===== config.mk =====
export PLATFORM = sky130hd
export DESIGN_NAME = fp_add_seq_flat
export DESIGN_NICKNAME = d
export VERILOG_FILES = /design/src/rtl/fp_add_seq_if.sv /design/src/rtl/fp_add_seq.sv /design/src/flat_wrapper.sv
export SDC_FILE = /design/constraint.sdc
export NUM_CORES = 1
export LEC_CHECK = 0
export BUFFER_PORTS_ARGS = -buffer_cell sky130_fd_sc_hd__buf_2
export CAP_MARGIN = 20
export CORE_ASPECT_RATIO = 2
export CORE_MARGIN = 2
export CORE_UTILIZATION = 57
export CTS_CLUSTER_DIAMETER = 120
export DETAILED_ROUTE_END_ITERATION = 10
export PLACE_DENSITY = 0.76
export REMOVE_ABC_BUFFERS = 1
export SYNTH_ARGS = -nofsm -noshare
export SYNTH_HDL_FRONTEND = slang
export SYNTH_SLANG_ARGS = --single-unit

===== constraint.sdc =====
create_clock -name clk -period 9.8 [get_ports clk]
set_clock_uncertainty 0.1 [all_clocks]
set_input_delay 1.96 -clock clk [delete_from_list [all_inputs] [get_ports clk]]
set_output_delay 1.96 -clock clk [all_outputs]
set_load 0.02 [all_outputs]

===== src/rtl/fp_add_seq_if.sv =====
// fp_add_seq_if: operand/result handshake bundle for fp_add_seq
//   in_valid/in_ready, a, b, sub   : operation request (master -> slave)
//   out_valid/out_ready            : result handshake (slave -> master)
//   result, overflow, underflow    : result word and exception flags
interface fp_add_seq_if #(parameter int W = 32);
    logic         in_valid;
    logic         in_ready;
    logic [W-1:0] a;
    logic [W-1:0] b;
    logic         sub;
    logic         out_valid;
    logic         out_ready;
    logic [W-1:0] result;
    logic         overflow;
    logic         underflow;
    modport master (
        output in_valid, a, b, sub, out_ready,
        input  in_ready, out_valid, result, overflow, underflow
    );
    modport slave (
        input  in_valid, a, b, sub, out_ready,
        output in_ready, out_valid, result, overflow, underflow
    );
endinterface


===== src/rtl/fp_add_seq.sv =====
// fp_add_seq: multi-cycle fixed-latency IEEE-754 adder/subtractor
//   clk : rising-edge clock
//   clr : asynchronous active-high reset
//   io  : slave side of fp_add_seq_if (operands in, result and flags out)
module fp_add_seq #(
    parameter int EXP_W      = 8,
    parameter int MAN_W      = 23,
    parameter int ROUND_MODE = 0
) (
    input logic         clk,
    input logic         clr,
    fp_add_seq_if.slave io
);
    localparam int W   = 1 + EXP_W + MAN_W;
    localparam int MW  = MAN_W + 4;
    localparam int LZW = $clog2(MW + 1);
    localparam int XW  = EXP_W + 2;
    localparam logic [EXP_W-1:0] EMAX = '1;
    localparam logic [EXP_W-1:0] EMAX_M1 = EMAX - 1'b1;
    localparam logic [W-1:0] QNAN = {1'b0, {EXP_W{1'b1}}, 1'b1, {(MAN_W-1){1'b0}}};

    typedef enum logic [2:0] {IDLE, ALIGN, ADD, NORM, ROUND, DONE} state_t;
    state_t state, nxt;

    logic [W-1:0]          op_a, op_b, spec_r, res_v, pack, ovf_v;
    logic                  sign_r, eff_sub, special, zero_r;
    logic [EXP_W-1:0]      exp_r;
    logic [MW-1:0]         ma, mb, mn, nm;
    logic [MW:0]           sum_r, sum;
    logic signed [XW-1:0]  en, ne, fe;
    logic [W-1:0]          result_r;
    logic                  overflow_r, underflow_r;

    logic                  sa, sb, za, zb, ia, ib, na, nb, swap, spec, big_s;
    logic [EXP_W-1:0]      ea, eb, big_e, sml_e, d;
    logic [MAN_W-1:0]      fa, fb, big_f, sml_f;
    logic [LZW-1:0]        sh, lz;
    logic [MW-1:0]         sml_m, sml_sh, mask;
    logic [W-1:0]          spec_v;
    logic                  inc, uf, of;
    logic [MAN_W+1:0]      mr;
    logic [MAN_W-1:0]      frac;

    assign io.in_ready  = state == IDLE;
    assign io.out_valid = state == DONE;
    assign io.result    = result_r;
    assign io.overflow  = overflow_r;
    assign io.underflow = underflow_r;

    always_ff @(posedge clk or posedge clr) begin
        if (clr) state <= IDLE;
        else     state <= nxt;
    end

    always_comb begin
        nxt = state;
        case (state)
            IDLE:    nxt = io.in_valid ? ALIGN : IDLE;
            ALIGN:   nxt = ADD;
            ADD:     nxt = NORM;
            NORM:    nxt = ROUND;
            ROUND:   nxt = DONE;
            DONE:    nxt = io.out_ready ? IDLE : DONE;
            default: nxt = IDLE;
        endcase
    end

    // Unpack, classify, order by magnitude and align the smaller operand.
    // Denormals count as zero; zero/Inf/NaN operands bypass the datapath.
    always_comb begin
        {sa, ea, fa} = op_a;
        {sb, eb, fb} = op_b;
        za = ea == '0;
        zb = eb == '0;
        ia = ea == EMAX && fa == '0;
        ib = eb == EMAX && fb == '0;
        na = ea == EMAX && fa != '0;
        nb = eb == EMAX && fb != '0;
        swap  = op_b[W-2:0] > op_a[W-2:0];
        big_s = swap ? sb : sa;
        big_e = swap ? eb : ea;
        big_f = swap ? fb : fa;
        sml_e = swap ? ea : eb;
        sml_f = swap ? fa : fb;
        d  = big_e - sml_e;
        // Beyond MW-1 the hidden bit would only feed sticky anyway.
        sh = (int'(d) > MW - 1) ? LZW'(MW - 1) : LZW'(d);
        sml_m  = {1'b1, sml_f, 3'b000};
        mask   = ~({MW{1'b1}} << sh);
        sml_sh = (sml_m >> sh) | {{(MW-1){1'b0}}, |(sml_m & mask)};
        spec   = na | nb | ia | ib | za | zb;
        spec_v = (na | nb | (ia & ib & (sa != sb))) ? QNAN :
                 ia ? op_a :
                 ib ? op_b :
                 (za & zb) ? {sa & sb, {(W-1){1'b0}}} :
                 za ? op_b : op_a;
    end

    assign sum = eff_sub ? {1'b0, ma} - {1'b0, mb} : {1'b0, ma} + {1'b0, mb};

    // Leading-zero count below the carry bit; the highest set bit wins.
    always_comb begin
        lz = '0;
        for (int i = 0; i < MW; i++)
            if (sum_r[i]) lz = LZW'(MW - 1 - i);
        nm = sum_r[MW] ? {sum_r[MW:2], sum_r[1] | sum_r[0]} : sum_r[MW-1:0] << lz;
        ne = sum_r[MW] ? XW'(exp_r) + XW'(1) : XW'(exp_r) - XW'(lz);
    end

    // mn[2:0] are guard, round and sticky; mn[3] is the result LSB.
    always_comb begin
        inc  = (ROUND_MODE == 0) && mn[2] && (mn[1] | mn[0] | mn[3]);
        mr   = {1'b0, mn[MW-1:3]} + (MAN_W+2)'(inc);
        fe   = en + XW'(mr[MAN_W+1]);
        frac = mr[MAN_W+1] ? mr[MAN_W:1] : mr[MAN_W-1:0];
        uf   = int'(en) <= 0;
        of   = int'(fe) >= (1 << EXP_W) - 1;
        pack = {sign_r, fe[EXP_W-1:0], frac};
        ovf_v = (ROUND_MODE != 0) ? {sign_r, EMAX_M1, {MAN_W{1'b1}}} : {sign_r, EMAX, {MAN_W{1'b0}}};
        res_v = special ? spec_r :
                zero_r  ? '0 :
                uf      ? {sign_r, {(W-1){1'b0}}} :
                of      ? ovf_v : pack;
    end

    always_ff @(posedge clk or posedge clr) begin
        if (clr) begin
            op_a        <= '0;
            op_b        <= '0;
            spec_r      <= '0;
            special     <= 1'b0;
            sign_r      <= 1'b0;
            eff_sub     <= 1'b0;
            exp_r       <= '0;
            ma          <= '0;
            mb          <= '0;
            sum_r       <= '0;
            mn          <= '0;
            en          <= '0;
            zero_r      <= 1'b0;
            result_r    <= '0;
            overflow_r  <= 1'b0;
            underflow_r <= 1'b0;
        end else begin
            if (state == IDLE && io.in_valid) begin
                op_a        <= io.a;
                op_b        <= io.b ^ {io.sub, {(W-1){1'b0}}};
                overflow_r  <= 1'b0;
                underflow_r <= 1'b0;
            end
            if (state == ALIGN) begin
                special <= spec;
                spec_r  <= spec_v;
                sign_r  <= big_s;
                eff_sub <= sa ^ sb;
                exp_r   <= big_e;
                ma      <= {1'b1, big_f, 3'b000};
                mb      <= sml_sh;
            end
            if (state == ADD) sum_r <= sum;
            if (state == NORM) begin
                mn     <= nm;
                en     <= ne;
                zero_r <= sum_r == '0;
            end
            if (state == ROUND) begin
                result_r    <= res_v;
                overflow_r  <= !special && !zero_r && !uf && of;
                underflow_r <= !special && !zero_r && uf;
            end
        end
    end
endmodule


===== src/flat_wrapper.sv =====
// flat-port wrapper written by rule: the top's interface ports become plain ports
module fp_add_seq_flat 
#(
    parameter int EXP_W      = 8,
    parameter int MAN_W      = 23,
    parameter int ROUND_MODE = 0
)
  (clk, clr, io_in_valid, io_a, io_b, io_sub, io_out_ready, io_in_ready, io_out_valid, io_result, io_overflow, io_underflow);
  fp_add_seq_if io_i ();
  input logic clk;
  input logic clr;
  input wire logic [$bits(io_i.in_valid)-1:0] io_in_valid;
  input wire logic [$bits(io_i.a)-1:0] io_a;
  input wire logic [$bits(io_i.b)-1:0] io_b;
  input wire logic [$bits(io_i.sub)-1:0] io_sub;
  input wire logic [$bits(io_i.out_ready)-1:0] io_out_ready;
  output wire logic [$bits(io_i.in_ready)-1:0] io_in_ready;
  output wire logic [$bits(io_i.out_valid)-1:0] io_out_valid;
  output wire logic [$bits(io_i.result)-1:0] io_result;
  output wire logic [$bits(io_i.overflow)-1:0] io_overflow;
  output wire logic [$bits(io_i.underflow)-1:0] io_underflow;
  assign io_i.in_valid = io_in_valid;
  assign io_i.a = io_a;
  assign io_i.b = io_b;
  assign io_i.sub = io_sub;
  assign io_i.out_ready = io_out_ready;
  assign io_in_ready = io_i.in_ready;
  assign io_out_valid = io_i.out_valid;
  assign io_result = io_i.result;
  assign io_overflow = io_i.overflow;
  assign io_underflow = io_i.underflow;
  fp_add_seq #(.EXP_W(EXP_W), .MAN_W(MAN_W), .ROUND_MODE(ROUND_MODE)) u_core (.clk(clk), .clr(clr), .io(io_i));
endmodule

After elaboration in Yosys (flattened, before gate mapping):

Cells that the tools add are included.

* latch bits: 0
* memory bits (writable): 0
* output and inout port bits: 36
* bits in registers: 261
* memory bits (read-only): 0
* memories: 0

* $add $sub $neg: 7
* equality and inequality tests: 8
* $lt $le $gt $ge: 4
* reduce and logical (&&, ||, !) cells: 23
* divide/modulo/power cells: 0
* mux-type cells: 52
* shift-type cells: 3
* multipliers: 0
* bitwise gates (word level): 18

Operators with widths (number)
* 32-bit two-way mux: 7
* 5-bit two-way mux: 28
* 23-bit two-way mux: 3
* 31-bit two-way mux: 2
* 23-bit zero test: 2
* 23-bit nonzero test: 2
* 32-bit XOR: 1
* 31-bit greater-than comparator: 1
* 27-bit by 27-bit adder with 28-bit output: 1
* 28-bit zero test: 1
* 28-bit two-way mux: 1
* 27-bit by 27-bit subtractor with 28-bit output: 1
* 27-bit AND: 1
* 27-bit two-way mux: 1
* 27-bit NOT: 1
* 27-bit by 1-bit OR with 27-bit output: 1
* 27-bit OR reduction: 1
* 27-bit by 5-bit << shifter with 27-bit output: 1
* 27-bit by 5-bit << shifter with 27-bit output, first input constant: 1
* 27-bit by 5-bit right shift with 27-bit output: 1
* 24-bit by 1-bit adder with 25-bit output: 1
* 3-bit case mux with 6 select lines: 1
* 8-bit == test, second input constant: 2
* 8-bit zero test: 2
* other kinds (22): 51

Logic depth before layout (Yosys ltp):

Gate-level depths: netlist (run 1).

* depth in word-level cells: 29
* depth in mapped cells: 29
* gate-level depth less buffers: 23

Worst setup path after synthesis (run 1):

No wires, ideal clock.

* path kind: reg2reg
* start point: reg u_core.op_a[24]
* end point: reg u_core.mb[1]
* buffers on the path: 5
* path slack: 3.483 ns
* data required time: 9.562 ns
* arrival: 6.079 ns
* stages on the path, launching flop included: 29
* period minus slack after synthesis: 6.317 ns
* path through: dfrtp_1 > clkbuf_1 > inv_1 > ha_1 > nand4_2 > or4_1 > a31o_1 > a21o_4 > nand2_2 > buf_6 > clkbuf_1 > buf_1 > mux2_2 > ha_1 > o21a_1 > o21ai_0 > a21oi_1 > a2111oi_2 > o21ai_0 > nand4_1 > a32o_2 > nand4b_4 > buf_6 > and3_1 > a311oi_2 > nor2_1 > o22a_1 > a2111oi_2 > a22oi_1

* longest elaborated chain between the ends: 7
* elaborated cells on any way between the ends: 9
* classes of those cells: 1 x add/sub; 2 x order compare; 1 x shift; 4 x mux; 1 x bitwise

RTL lines
* start: declaration: RTL line fp_add_seq.sv:25 `logic [W-1:0] op_a, op_b, spec_r, res_v, pack, ovf_v;`
* start signal: assignment: RTL line fp_add_seq.sv:146 `op_a <= io.a;`
* 31-bit greater-than comparator: RTL line fp_add_seq.sv:79 `swap = op_b[W-2:0] > op_a[W-2:0];`
* 8-bit two-way mux (on tied branches): RTL line fp_add_seq.sv:81, fp_add_seq.sv:83
* 8-bit subtractor: RTL line fp_add_seq.sv:85 `d = big_e - sml_e;`
* 8-bit by 5-bit greater-than comparator with 1-bit output: RTL line fp_add_seq.sv:87 `sh = (int'(d) > MW - 1) ? LZW'(MW - 1) : LZW'(d);`
* 5-bit two-way mux: RTL line fp_add_seq.sv:87
* 27-bit by 5-bit right shift with 27-bit output (*): RTL line fp_add_seq.sv:90 `sml_sh = (sml_m >> sh) | {{(MW-1){1'b0}}, |(sml_m & mask)};`
* 27-bit by 1-bit OR with 27-bit output (*): RTL line fp_add_seq.sv:90
* end signal: assignment: RTL line fp_add_seq.sv:158 `mb <= sml_sh;`
* end: declaration: RTL line fp_add_seq.sv:28 `logic [MW-1:0] ma, mb, mn, nm;`

Every way passes the cells marked *; elsewhere a longest branch is shown, timed or not.
A chain may end at the register's enable or synchronous reset.

Worst setup path in the final report (run 1):

* start point: reg u_core.op_a[29]
* end point: reg u_core.mb[0]

* longest elaborated chain between the ends: 10
* elaborated cells on any way between the ends: 13
* classes of those cells: 1 x add/sub; 2 x order compare; 2 x shift; 4 x mux; 3 x bitwise; 1 x reduce/logical

RTL lines
* 31-bit greater-than comparator: RTL line fp_add_seq.sv:79
* 8-bit two-way mux (on tied branches): RTL line fp_add_seq.sv:81, fp_add_seq.sv:83
* 8-bit subtractor: RTL line fp_add_seq.sv:85
* 8-bit by 5-bit greater-than comparator with 1-bit output: RTL line fp_add_seq.sv:87
* 5-bit two-way mux: RTL line fp_add_seq.sv:87
* 27-bit by 5-bit << shifter with 27-bit output: RTL line fp_add_seq.sv:89 `mask = ~({MW{1'b1}} << sh);`
* 27-bit NOT: RTL line fp_add_seq.sv:89
* 27-bit AND: RTL line fp_add_seq.sv:90
* 27-bit OR reduction: RTL line fp_add_seq.sv:90
* 27-bit by 1-bit OR with 27-bit output (*): RTL line fp_add_seq.sv:90

Marks and branches as above.

==> results of run 1 <==
==> metrics by stage <==
| step | utilization [%] | hold WS (ns) | cells | cell area (um2) |
|---|---|---|---|---|
| 2_1_floorplan | - | 0.349 | 2179 | 18000 |
| 3_3_place_gp | 60.1 | 0.362 | 2733 | 19300 |
| 3_5_place_dp | 60.1 | 0.366 | 2733 | 19300 |
| 4_1_cts | 62.7 | 0.389 | 2776 | 20100 |
| 5_1_grt | 62.7 | 0.414 | 2777 | 20200 |
| 6_report | 62.7 | 0.385 | 2777 | 20200 |
==> flip-flops by register name, indices dropped and copies added, names as in the netlist, 3 cells and up <==
name	count
u_core.io.result	32
u_core.op_a	32
u_core.op_b	32
u_core.spec_r	32
u_core.sum_r	28
u_core.mb	27
u_core.mn	27
u_core.ma	24
u_core.en	10
u_core.exp_r	8
u_core.state	3
==> cell families (layout without fill, tap and decap cells) <==
logic type                 after synthesis  count (layout)
xor gates and xnor gates                61              61
DFF                                    261             261
AOI/OAI and AO/OA                      667             667
buffers and inverters                  241             274
and+or+nand+nor                        868             868
adders and majority gates               93              93
muxes                                  126             126
==> path summary, 6_finish.rpt <==
check / start / end / slack, ns
worst max-delay path: u_core.op_a[29] / u_core.mb[0] / 2.40
worst min-delay path: u_core.spec_r[1] / u_core.spec_r[1] / 0.39
worst max register to register: u_core.op_a[29] / u_core.mb[0] / 2.40
worst min register to register: u_core.spec_r[1] / u_core.spec_r[1] / 0.39
max in group asynchronous: clr / u_core.ma[5] / 6.77
min in group asynchronous: clr / u_core.sum_r[24] / 1.45
==> final cells by class <==
cell class	instances	share of cell area, %
Sequential cell	261	32.4
Inverter	103	1.96
Timing Repair Buffer	128	3.58
Clock inverter	9	0.577
Multi-Input combinational cell	1815	55.3
Clock buffer	34	3.57
Tap cell	427	2.65
==> worst max-delay path, cell delays in order (launching register included) <==
cell,delay [ns]
dfrtp_1,0.43
inv_1,0.11
ha_1,0.54
nand4_1,0.26
or4_1,0.59
a31o_1,0.23
a21o_4,0.22
nand2_2,0.08
mux2_2,0.34
ha_1,0.25
a211oi_1,0.28
and3_1,0.55
nand2_1,0.37
a31oi_1,0.32
nand3_1,0.59
o21ai_0,0.53
o2111ai_1,0.22
nor4b_2,0.38
nand2_1,0.09
o211ai_1,0.52
a32oi_1,0.21
==> synth_stat cells, types with 5 or more instances <==
library cell / instances / area, um2
o21ai_0: 214 / 1070
nor4_1: 24 / 150
nor2_1: 245 / 920
nor2b_1: 16 / 100
nand2b_1: 16 / 100
a21o_1: 8 / 60.1
dfrtp_1: 261 / 6530
nand3_1: 61 / 305
or3_1: 6 / 37.5
o221ai_1: 8 / 70.1
a31oi_1: 44 / 275
mux2i_1: 77 / 771
o31ai_1: 17 / 128
o22ai_1: 18 / 113
xnor2_1: 40 / 350
o31a_1: 5 / 43.8
a32oi_1: 9 / 78.8
clkbuf_1: 121 / 454
mux2_2: 47 / 529
a21boi_0: 16 / 120
and3_1: 28 / 175
o21ai_1: 6 / 30.0
inv_1: 101 / 379
a2bb2oi_1: 8 / 70.1
a221o_1: 10 / 100
a221oi_1: 29 / 254
nor3_1: 46 / 230
xor2_1: 20 / 175
or4_1: 6 / 45.0
o211ai_1: 10 / 75.1
a211oi_1: 16 / 120
buf_2: 5 / 25.0
o22a_1: 5 / 43.8
a22oi_1: 13 / 97.6
buf_1: 9 / 33.8
o21a_1: 18 / 135
nand4_1: 20 / 125
ha_1: 91 / 1140
and2_1: 11 / 68.8
nand2_1: 361 / 1360
o21bai_1: 8 / 60.1
a21oi_1: 160 / 801
==> metal layers <==
layer | vias up | share of wire (%) | GRT usage [%]
met4 | 4 | 9.3 | 31.2
li1 | 8291 | - | -
met3 | 278 | 5.6 | 5.33
met2 | 851 | 51 | 69.6
met5 | - | 0.037 | 0
met1 | 8501 | 34 | 39.3
==> layout by cell type, fill, tap and decap left out, types with 17 or more instances in the layout <==
| cell | instances |
|---|---|
| a31oi_1 | 44 |
| nand2_1 | 361 |
| o31ai_1 | 17 |
| nor2_1 | 245 |
| o22ai_1 | 18 |
| o21ai_0 | 213 |
| nor4_1 | 24 |
| buf_4 | 22 |
| nor3_1 | 46 |
| xor2_1 | 20 |
| nand3_1 | 61 |
| a21oi_1 | 160 |
| a221oi_1 | 29 |
| nand4_1 | 20 |
| xnor2_1 | 40 |
| inv_1 | 100 |
| buf_2 | 104 |
| mux2i_1 | 77 |
| clkbuf_16 | 25 |
| and3_1 | 28 |
| o21a_1 | 18 |
| dfrtp_1 | 261 |
| mux2_2 | 47 |
| ha_1 | 91 |
==> summary.md, run 1 <==
| Metric | Value |
|---|---|
| Status | `finished, final reports clean` |
| Overflow after GRT | `0` |
| Post-route clock period utilization | `75.5%` |
| GPL Wtd Cong | `1.12` |
| Largest family of logic cells by synthesized area | `compound AO/OA/AOI/OAI gates` |
| ANT nets after route | `0` |
| Pin count of the biggest net entering global routing | `151` |
| N_diodes | `0` |
| Core Area | `32100 um2` |
| Post_cts resized | `0` |
| Fin worst setup slack | `2.40 ns` |
| Cells after Synth | `2317` |
| RSZ-0062 raised after global routing | `no` |
| Unique masters post-synth | `86` |
| Io pins | `105` |
| Setup TNS Final | `0 ns` |
| Initial antenna violation count | `2` |
| Post-synth EDFFs | `0` |
| TritonCTS clock tree | `built` |
| DRC | `0` |
| Multiplexer share of the synthesized area | `7.20%` |
| Placed wire-length estimate | `51.3 mm` |
| Startpoint types | `flop` |
| Area of the multi-input gates | `11100 um2` |
| Routed WL | `66.8 mm` |
| Hold Path Class | `flop to flop` |
| # fillers | `2891` |
| All-Layer GR Usage | `38.4%` |
| Row Count | `93` |
| Worst Reg2Reg Path Length in Cells | `20` |
| Fmax | `0.135 GHz` |
| Avg Cell Area, Syn | `8.01 um2` |
| Fin. max-slew vios | `0` |
| Synthesized area | `18600 um2` |
| Worst skew pair latency | `0.57 ns` |
| First-pass GRT wire length | `101 mm` |
| Async SR Flop Fraction | `100%` |
| Setup Fix Bufs, Post-CTS | `0` |
| Yosys warnings | `0` |
| CTS Buffer Depth | `3` |
| Adder-Cell Fraction of Synth Area | `6.35%` |
| Via count | `17900` |
| Die H | `259 um` |
| Hold Crit Depth | `2` |
| Synth Area in Compound Gates | `22.5%` |
| Clk root buf | `clkbuf_16` |
| Final setup fails | `0` |
| Number of max-cap violations | `0` |
| Hold Vio Cnt, Final | `0` |
| Initial core utilization | `57.8%` |
| Cts hold-fix bufs | `0` |
| PortBufs | `104` |
| Final nets | `2496` |
| Xor/xnor share of the synthesized area | `2.92%` |
| WL/cell | `24.1 um` |
| Worst slew pin tran | `1.11 ns` |
| Critical path class | `flop to flop` |
| Sequential Area | `6530 um2` |
| Fraction of the yosys area taken by sequential cells | `35.2%` |
| Place WS | `2.76 ns` |
| Crit-path max FO | `14` |
| H-Tree Depth | `1` |
| DR pass1 iterations | `6` |
| Dominant synthesized flop cell | `dfrtp_1` |
| Area growth, synth to finish | `8.54%` |
| Simple-gate share of the synthesized area | `20.9%` |
| Vias in the first global route | `17700` |
| FF+latch count, synth | `261` |
| Horiz. Die Dim | `132 um` |
| Layout cell share with drive strength beyond 1 | `10.6%` |
| Worst-path clk slew | `0.07 ns` |
| 1st-iter DRT viols | `1266` |
| Via density | `6.45` |
| CTS Buf Count | `25` |
| Data required, critical path | `10.09 ns` |
| CP endpoint kind | `flop` |
| Clock sink count | `261` |
| Slew headroom | `25.2%` |
| Die Area | `34100 um2` |
| CP Data Arrival Time | `7.69 ns` |
| Fin crit period | `7.40 ns` |
Power of run 1 is not shown: default switching activity piles up to over one toggle a cycle in this logic, so the estimate is an artifact.
==> run 2: changes to the inputs <==
==> constraint.sdc (replaced) <==
create_clock -name clk -period 6.3 [get_ports clk]
set_clock_uncertainty 0.1 [all_clocks]
set_input_delay 1.26 -clock clk [delete_from_list [all_inputs] [get_ports clk]]
set_output_delay 1.26 -clock clk [all_outputs]
set_load 0.02 [all_outputs]
==> run 2 against run 1 <==
Against the previous run:
- critical path depth increased by 5
- setup slack got worse by 2.1 ns
- via count increased by 4.6%
==> summary.md, run 2 (synthesis gave the netlist of run 1 again) <==
| Metric | Value |
|---|---|
| Data required, critical path | `6.67 ns (-3.42 ns)` |
| ANT nets after route | `0 (unchanged)` |
| Crit-path max FO | `16 (+2)` |
| Routed WL | `70.4 mm (+5.4%)` |
| DR pass1 iterations | `7 (+1)` |
| CTS Buffer Depth | `3 (unchanged)` |
| Initial antenna violation count | `2 (unchanged)` |
| CP Data Arrival Time | `6.40 ns (-1.29 ns)` |
| Crit path max-delay family | `compound AO/OA/AOI/OAI gates` |
| All-Layer GR Usage | `40.7% (+2.2 points)` |
| Cts hold-fix bufs | `0 (unchanged)` |
| Worst skew pair latency | `0.57 ns (about the same)` |
| DRC | `0 (unchanged)` |
| Die Area | `34100 um2 (unchanged)` |
| Io pins | `105 (unchanged)` |
| RSZ-0062 raised after global routing | `no` |
| Crit path buffers/inverters | `3 (+2)` |
| Final nets | `2595 (+4.0%)` |
| Placed Cells | `2822 (+3.3%)` |
| Fin crit period | `6.03 ns (-1.36 ns)` |
| PortBufs | `104 (unchanged)` |
| Via density | `6.52 (+0.95%)` |
| Fmax | `0.166 GHz (+23%)` |
| Die H | `259 um (unchanged)` |
| Status | `finished, final reports clean` |
| Row Count | `93 (unchanged)` |
| 1st-iter DRT viols | `1758 (+39%)` |
| Overflow after GRT | `0 (unchanged)` |
| Hold Crit Depth | `2 (unchanged)` |
| Pin count of the biggest net entering global routing | `132 (-13%)` |
| Worst reg-to-reg setup slack | `0.27 ns (-2.14 ns)` |
| Hold Vio Cnt, Final | `0 (unchanged)` |
| Dpl cell area | `20000 um2 (+3.5%)` |
| Most common cell after layout, fill and taps aside | `nand2_1` |
| Final setup fails | `0 (unchanged)` |
| WP depth | `25 (+25%)` |
| Via count | `18700 (+4.6%)` |
| Final Instance Area | `21000 um2 (+4.3%)` |
| Slew headroom | `29.4% (+4.2 points)` |
| Setup crit start | `u_core.op_a[25]` |
| Horiz. Die Dim | `132 um (unchanged)` |
| CP peak stage delay | `0.55 ns (-0.04 ns)` |
| Critical-path top delay cell | `or4_1` |
| Fin worst setup slack | `0.266 ns (-2.14 ns)` |
| WL/cell | `24.5 um (+1.7%)` |
| Setup TNS Final | `0 ns (unchanged)` |
| Number of max-cap violations | `0 (unchanged)` |
| CTS Buf Count | `26 (+4.0%)` |
| CP endpoint kind | `flop` |
| Post-route clock period utilization | `95.8% (+20 points)` |
| Placed wire-length estimate | `54.3 mm (+5.7%)` |
| Hold Path Class | `flop to flop` |
| Core Area | `32100 um2 (unchanged)` |
| Clock sink count | `261 (unchanged)` |
| H-Tree Depth | `1 (unchanged)` |
| Fin. max-slew vios | `0 (unchanged)` |
| WHS Endpoint | `u_core.io.result[18]` |
| Initial core utilization | `57.8% (unchanged)` |
| GPL Wtd Cong | `1.05 (-6.2%)` |
| Startpoint types | `flop` |
| Most frequent cells in the layout | `nand2_1, dfrtp_1, nor2_1` |
| Layout cell share with drive strength beyond 1 | `14.6% (+4.0 points)` |
| Most frequent CP cell | `mux2_2` |
| Post-Layout Cell Count | `2877 (+3.6%)` |
| TritonCTS clock tree | `built` |
| N_diodes | `0 (unchanged)` |
| First-pass GRT wire length | `106 mm (+4.7%)` |
| Critical path class | `flop to flop` |
| Place WS | `0.122 ns (-2.64 ns)` |
| HP Start | `u_core.io.result[18]` |
| Clk root buf | `clkbuf_16` |
| Area growth, synth to finish | `13.2%` |
| Worst slew pin tran | `1.06 ns (-0.0533 ns)` |
| R2R Path End | `u_core.mb[1]` |
| Worst r2r src | `u_core.op_a[25]` |
| Worst-path clk slew | `0.08 ns (about the same)` |
| Worst Reg2Reg Path Length in Cells | `25 (+25%)` |
| Vias in the first global route | `18400 (+4.1%)` |
## run 2: repair_timing
item                       4_1_cts  5_1_grt
setup endpoints to repair        0       21
buffers inserted                 0        8
resized for setup                0       10
## run 2: area by class of cell
class                   instances  area [um2]
well taps                     427         534
clock inverters                14         198
clock buffers                  31         709
repair buffers                226        1490
inverters                     103         394
flip-flops and latches        261        6530
multi-input cells            1815       11200
fillers                      2811       11100
## run 2: metrics by stage
stage | hold slack [ns] | utilization [%]
2_1_floorplan | 0.349 | -
3_3_place_gp | 0.362 | 62.2
3_5_place_dp | 0.366 | 62.2
4_1_cts | 0.380 | 65.0
5_1_grt | 0.401 | 65.4
6_report | 0.376 | 65.4
## run 2: worst max-delay path by stage
stage / endpoint
after floorplan: u_core.eff_sub
after global routing: u_core.mb[1]
after detailed placement: u_core.mb[3]
final: u_core.mb[1]
after global placement: u_core.mb[3]
after CTS: u_core.mb[1]
## run 2: metal layers
| layer | track usage [%] | part of all wire [%] |
|---|---|---|
| met5 | 0 | 0 |
| met4 | 36.2 | 11 |
| met3 | 5.99 | 6.0 |
| met2 | 72.8 | 50 |
| met1 | 40.6 | 33 |
## run 2: worst min-delay path: stages (launching register included)
cell     delay [ns]
dfrtp_1        0.34
nand2_1        0.05
o21ai_0        0.06
Power of run 2 is left out for the same reason.
